File: src/rtl/mul_sequencer.sv
// mul_sequencer: iterative shift-add multiplier for the EX stage.
// Accepts MUL (6'b011100) instructions, stalls the pipeline while it steps
// through the multiplier bits, then presents the low WIDTH product bits for
// one cycle with a done pulse. Multiplier bits run LSB-first, so the engine
// stops as soon as no set bits remain.
module mul_sequencer #(
    parameter int WIDTH = 32
) (
    input  logic             clk,
    input  logic             reset,
    input  logic             start,
    input  logic [5:0]       opcode,
    input  logic [WIDTH-1:0] op1,
    input  logic [WIDTH-1:0] op2,
    input  logic             flush,
    output logic             stall,
    output logic             busy,
    output logic             done,
    output logic [WIDTH-1:0] result
);

    localparam int CW = $clog2(WIDTH) + 1;
    localparam logic [5:0]    MUL_OP = 6'b011100;
    localparam logic [CW-1:0] LAST_STEP = CW'(WIDTH - 1);

    typedef enum logic [1:0] {
        IDLE,
        RUN,
        DONE
    } state_t;

    state_t state;
    state_t state_next;

    logic [WIDTH-1:0] mcand;
    logic [WIDTH-1:0] mcand_next;
    logic [WIDTH-1:0] mplier;
    logic [WIDTH-1:0] mplier_next;
    logic [WIDTH-1:0] acc;
    logic [WIDTH-1:0] acc_next;
    logic [CW-1:0]    count;
    logic [CW-1:0]    count_next;
    logic [WIDTH-1:0] result_next;
    logic             busy_next;
    logic             done_next;

    logic             accept;
    logic [WIDTH-1:0] acc_step;
    logic             finish;

    // Accept decision, one shift-add step, and the early-exit test.
    always_comb begin
        accept   = (state == IDLE) && start && (opcode == MUL_OP) && !flush;
        acc_step = acc + (mplier[0] ? mcand : '0);
        finish   = ((mplier >> 1) == '0) || (count == LAST_STEP);
        stall    = accept || (state == RUN);
    end

    // Next-state and datapath updates; flush overrides every transition.
    always_comb begin
        state_next  = state;
        mcand_next  = mcand;
        mplier_next = mplier;
        acc_next    = acc;
        count_next  = count;
        result_next = result;
        busy_next   = 1'b0;
        done_next   = 1'b0;

        case (state)
            IDLE: begin
                if (accept) begin
                    mcand_next  = op1;
                    mplier_next = op2;
                    acc_next    = '0;
                    count_next  = '0;
                    state_next  = RUN;
                    busy_next   = 1'b1;
                end
            end
            RUN: begin
                acc_next    = acc_step;
                mcand_next  = mcand << 1;
                mplier_next = mplier >> 1;
                count_next  = count + CW'(1);
                if (finish) begin
                    result_next = acc_step;
                    state_next  = DONE;
                    done_next   = 1'b1;
                end else begin
                    busy_next = 1'b1;
                end
            end
            DONE: begin
                state_next = IDLE;
            end
            default: begin
                state_next = IDLE;
            end
        endcase

        if (flush) begin
            state_next  = IDLE;
            result_next = result;
            busy_next   = 1'b0;
            done_next   = 1'b0;
        end
    end

    // State and datapath registers, cleared immediately by reset.
    always_ff @(posedge clk or posedge reset) begin
        if (reset) begin
            state  <= IDLE;
            mcand  <= '0;
            mplier <= '0;
            acc    <= '0;
            count  <= '0;
            result <= '0;
            busy   <= 1'b0;
            done   <= 1'b0;
        end else begin
            state  <= state_next;
            mcand  <= mcand_next;
            mplier <= mplier_next;
            acc    <= acc_next;
            count  <= count_next;
            result <= result_next;
            busy   <= busy_next;
            done   <= done_next;
        end
    end

endmodule

File: config.mk
export PLATFORM = sky130hd
export DESIGN_NAME = mul_sequencer
export DESIGN_NICKNAME = d
export VERILOG_FILES = /design/src/rtl/mul_sequencer.sv
export SDC_FILE = /design/constraint.sdc
export NUM_CORES = 1
export LEC_CHECK = 0
export CAP_MARGIN = 10
export CORE_MARGIN = 2
export CORE_UTILIZATION = 50
export DETAILED_ROUTE_END_ITERATION = 10
export PLACE_DENSITY_LB_ADDON = 0.08
export SETUP_SLACK_MARGIN = 0.4
export SLEW_MARGIN = 20
export SYNTH_ARGS = -nofsm -noshare
export SYNTH_HDL_FRONTEND = slang
export SYNTH_SLANG_ARGS = --single-unit
File: constraint.sdc
create_clock -name clk -period 4.6 [get_ports clk]
set_clock_uncertainty 0.1 [all_clocks]
set_input_delay 0.92 -clock clk [delete_from_list [all_inputs] [get_ports clk]]
set_output_delay 0.92 -clock clk [all_outputs]
set_load 0.01 [all_outputs]
==> summary.md <==
| Metric | Value |
|---|---|
| Status | complete, no violations |
| Final Instance Count excl. Fillers | 1106 |
| Async set-or-reset flop fraction in the synthesized netlist | 100% |
| Syn Inst Count | 812 |
| Headroom to the max-slew limit | 31.5% |
| Post-synth top area share | 44.7% |
| Count of final max-slew check failures | 0 |
| CTS tree | yes |
| Initial antenna violation count | 0 |
| Part of the power in combinational logic | 31.7% |
| Sinks on Clock Net | 138 |
| Final period util | 79.0% |
| Portion of total power attributed to the clock network | 30.6% |
| Int Power | 0.00284 W |
| Top area cells in the synthesized netlist | sky130_fd_sc_hd__dfrtp_1 45%, sky130_fd_sc_hd__mux2i_1 8.2%, sky130_fd_sc_hd__nand2_1 6.8% |
| Final Wtd Congestion | 0.854 |
| Syn. warnings | 0 |
| Setup CP Type | reg -> reg |
| Number of placed instances, taps included | 1074 |
| Final WL | 18.7 mm |
| Grt ovf | 0 |
| Syn Std Cell Area | 7720 sq um |
| Number of hold buffers added after cts | 0 |
| Cells resized by post-CTS repair | 0 |
| Fillers | 1260 |
| Largest stage delay on the critical path | 970 ps |
| Via count | 6422 |
| Row count | 45 |
| Most used flip-flop cell after synthesis | sky130_fd_sc_hd__dfrtp_1 |
| Post-layout utilization of the core | 63.2% |
| Switching power total | 0.00154 W |
| Mean post-synth cell area | 9.51 sq um |
| Switching Share | 35.1% |
| Placeable core region | 15100 sq um |
| Max FO, Critical Path | 33 |
| Setup repair after global routing missed its margin | no |
| Total inserted antenna cells | 0 |
| Proportion of layout cells with a drive suffix above 1 | 8.17% |
| Critical path launch point type | flop |
| H-Tree Depth | 4 |
| Number of buffers between clock root and the deepest sink | 2 |
| Synthesized Nets | 919 |
| Post-layout minimum cycle time | 3630 ps |
| Power density over the cells | 458 nW/um^2 |
| Worst hold margin | 376 ps |
| First-pass detailed-route iteration total | 5 |
| Final setup viols | 0 |
| Post-route DRC | 0 |
| Clock slew seen by the registers of the worst setup and hold paths | 60 ps |
| Pre-CTS setup slack | 1020 ps |
| Clock latency of the later-clocked register in the worst-skew pair | 430 ps |
| Number of flops mapped to enable cells by yosys | 0 |
| Final total negative setup slack | 0 ps |
| # nets final | 1012 |
| DRC violation total after the first TritonRoute iteration | 404 |
| Portion of total power attributed to sequential cells | 37.7% |
| Die width | 128 microns |
| Max-capacitance violation count | 0 |
| Effective utilization at floorplan | 51.0% |
| Path category of the worst min-delay check | reg -> reg |
| Final-report hold violation count | 0 |
| Maximum clock rate | 275 MHz |
| Cell at the root of the clock tree | sky130_fd_sc_hd__clkbuf_16 |
| Count of unique library cells instantiated by Yosys | 63 |
| Number of port buffers | 108 |
| Cell type with the largest total area after synthesis | sky130_fd_sc_hd__dfrtp_1 |
| Setup fix buffers added after clock tree synthesis | 0 |
| Required @ worst endpoint | 4810 ps |
| # IOs | 109 |
| Wire per inst | 16.9 microns |
| Total Die Area | 16500 sq um |
| Total of flip-flops plus latches after synthesis | 138 |
| Sequential area share after synthesis | 44.7% |
| Leakage power total | 4.52 nW |
| PnR worst setup slack | 966 ps |
| Buffering stage count on the worst path with inverters included | 0 |
| Ordered cell list for the critical path | and2_1 > ha_1 > a21oi_1 > o211ai_2 > a221oi_4 > a21oi_2 > o311ai_4 > nand4_2 > a41o_1 > a21o_1 |
| Family of cells with the greatest summed delay on the critical path | compound AO/OA/AOI/OAI gates |
| Die H | 128 microns |
| Wire length of the first global-routing pass | 31.2 mm |
| Routed vias/inst | 5.81 |
| Vias in the first global route | 6429 |
| Endpoint class of the critical path | flop |
| Largest net degree at the start of global routing | 111 |
| Transition time at the pin with the least slew margin | 1030 ps |
| Final HPWL from detailed placement | 13.0 mm |
| Post-detailed-route count of antenna-violating nets | 0 |
| Crit-path slowest cell | sky130_fd_sc_hd__dfrtp_1 |
| Maximum VDD drop | 366 uV |
| Syn-to-layout area delta | 23.9% |
| Number of buffers added by the clock tree synthesis step | 17 |
| Combined global-route utilization of all metal layers | 23.9% |
| Arrival time at the worst endpoint | 3850 ps |
==> path summary, 6_finish.rpt <==
path                                start         to  slack [ps]  cells past startpoint
worst max-delay path            mplier[0]    acc[31]         970                     10
worst min-delay path            result[9]  result[9]         380                      2
worst max register to register  mplier[0]    acc[31]         970                     10
worst min register to register  result[9]  result[9]         380                      2
max in group asynchronous           reset    acc[13]        2640                      3
min in group asynchronous           reset     acc[5]         960                      2
==> registers in the layout, indices dropped and copies added (netlist names) <==
name	cells
mplier	32
state	2
acc	32
done	1
busy	1
result	32
count	6
mcand	32
==> synth_stat cells, types with 2 or more instances <==
cell type / number
sky130_fd_sc_hd__a22o_1: 11
sky130_fd_sc_hd__o31ai_2: 2
sky130_fd_sc_hd__clkbuf_1: 30
sky130_fd_sc_hd__nor4_1: 8
sky130_fd_sc_hd__inv_1: 11
sky130_fd_sc_hd__nand4_2: 2
sky130_fd_sc_hd__mux2_2: 8
sky130_fd_sc_hd__a31oi_1: 4
sky130_fd_sc_hd__a211oi_1: 3
sky130_fd_sc_hd__o21a_1: 5
sky130_fd_sc_hd__nor3_1: 11
sky130_fd_sc_hd__nor2_1: 23
sky130_fd_sc_hd__o31ai_1: 8
sky130_fd_sc_hd__and3_1: 3
sky130_fd_sc_hd__nand2_1: 140
sky130_fd_sc_hd__a21o_1: 15
sky130_fd_sc_hd__a21o_2: 3
sky130_fd_sc_hd__nand2b_1: 3
sky130_fd_sc_hd__and4bb_2: 2
sky130_fd_sc_hd__xnor2_1: 8
sky130_fd_sc_hd__a21oi_2: 4
sky130_fd_sc_hd__or3_1: 4
sky130_fd_sc_hd__a21oi_1: 40
sky130_fd_sc_hd__nand4_1: 8
sky130_fd_sc_hd__mux2i_1: 63
sky130_fd_sc_hd__nand3b_1: 2
sky130_fd_sc_hd__and2_1: 34
sky130_fd_sc_hd__o21bai_1: 5
sky130_fd_sc_hd__o21ai_0: 98
sky130_fd_sc_hd__o21ai_1: 3
sky130_fd_sc_hd__nand3_1: 31
sky130_fd_sc_hd__xor2_1: 13
sky130_fd_sc_hd__ha_1: 32
sky130_fd_sc_hd__buf_1: 9
sky130_fd_sc_hd__dfrtp_1: 138
==> cell families after synthesis <==
group,count (synthesis),share of synthesized area (%)
AO/OA/AOI/OAI,222,18.7
XOR/XNOR,21,2.38
flip-flops,138,44.7
buffers and inverters,54,2.79
multiplexers,71,9.33
adder cells (fa/ha/maj),33,5.44
AND/OR/NAND/NOR,273,16.6
==> worst min-delay path, stage by stage (launching register included) <==
cell,delay [ps]
sky130_fd_sc_hd__dfrtp_1,340
sky130_fd_sc_hd__nand2_1,50
sky130_fd_sc_hd__nand2_1,50
==> per-layer routing <==
| metal | GRT usage (%) | part of all wire (%) | up-vias |
|---|---|---|---|
| met3 | 5.01 | 4.4 | 33 |
| met1 | 29.6 | 44 | 3132 |
| met2 | 41.5 | 50 | 169 |
| li1 | - | - | 3088 |
| met5 | 0 | 0 | - |
| met4 | 8.21 | 1.7 | 0 |
==> power groups by stage <==
stage	combinational (W)	sequential (W)	clock, W
6_report	0.00139	0.00165	0.00134
5_1_grt	0.00157	0.00169	0.00142
4_1_cts	0.00139	0.00165	0.00136
3_5_place_dp	0.00138	0.00167	0
3_3_place_gp	0.00133	0.00166	0
2_1_floorplan	0.00108	0.00159	0
==> stage by stage <==
stage | area [sq um] | power, W
after global placement | 8990 | 0.00299
after global routing | 9570 | 0.00467
after CTS | 9570 | 0.00441
after detailed placement | 8990 | 0.00305
final | 9570 | 0.00438
after floorplan | 7720 | 0.00266
==> area by class of cell <==
class | instances | area (sq um) | share of cell area (%)
inverters | 12 | 48.8 | 0.510
repair buffers | 116 | 1180 | 12.3
well taps | 188 | 235 | 2.46
clock buffers | 18 | 429 | 4.49
flip-flops and latches | 138 | 3450 | 36.1
clock inverters | 14 | 148 | 1.54
multi-input cells | 620 | 4070 | 42.6
==> cells in the final DEF (no fill, tap or decap), types with 5 or more instances in the layout <==
cell type                         count
sky130_fd_sc_hd__dfrtp_1            138
sky130_fd_sc_hd__xnor2_1              8
sky130_fd_sc_hd__nor2_1              23
sky130_fd_sc_hd__o21bai_1             5
sky130_fd_sc_hd__a21oi_1             40
sky130_fd_sc_hd__o21ai_0             98
sky130_fd_sc_hd__mux2i_1             63
sky130_fd_sc_hd__mux2_2               8
sky130_fd_sc_hd__a21o_1              15
sky130_fd_sc_hd__nand4_1              8
sky130_fd_sc_hd__nor4_1               8
sky130_fd_sc_hd__clkdlybuf4s50_1    108
sky130_fd_sc_hd__clkbuf_16           17
sky130_fd_sc_hd__ha_1                32
sky130_fd_sc_hd__nor3_1              11
sky130_fd_sc_hd__xor2_1              13
sky130_fd_sc_hd__nand3_1             30
sky130_fd_sc_hd__and2_1              34
sky130_fd_sc_hd__a22o_1              11
sky130_fd_sc_hd__buf_4                5
sky130_fd_sc_hd__nand2_1            140
sky130_fd_sc_hd__o21a_1               5
sky130_fd_sc_hd__inv_1               10
sky130_fd_sc_hd__o31ai_1              8
Note: power is estimated with default switching activity, not from simulation.
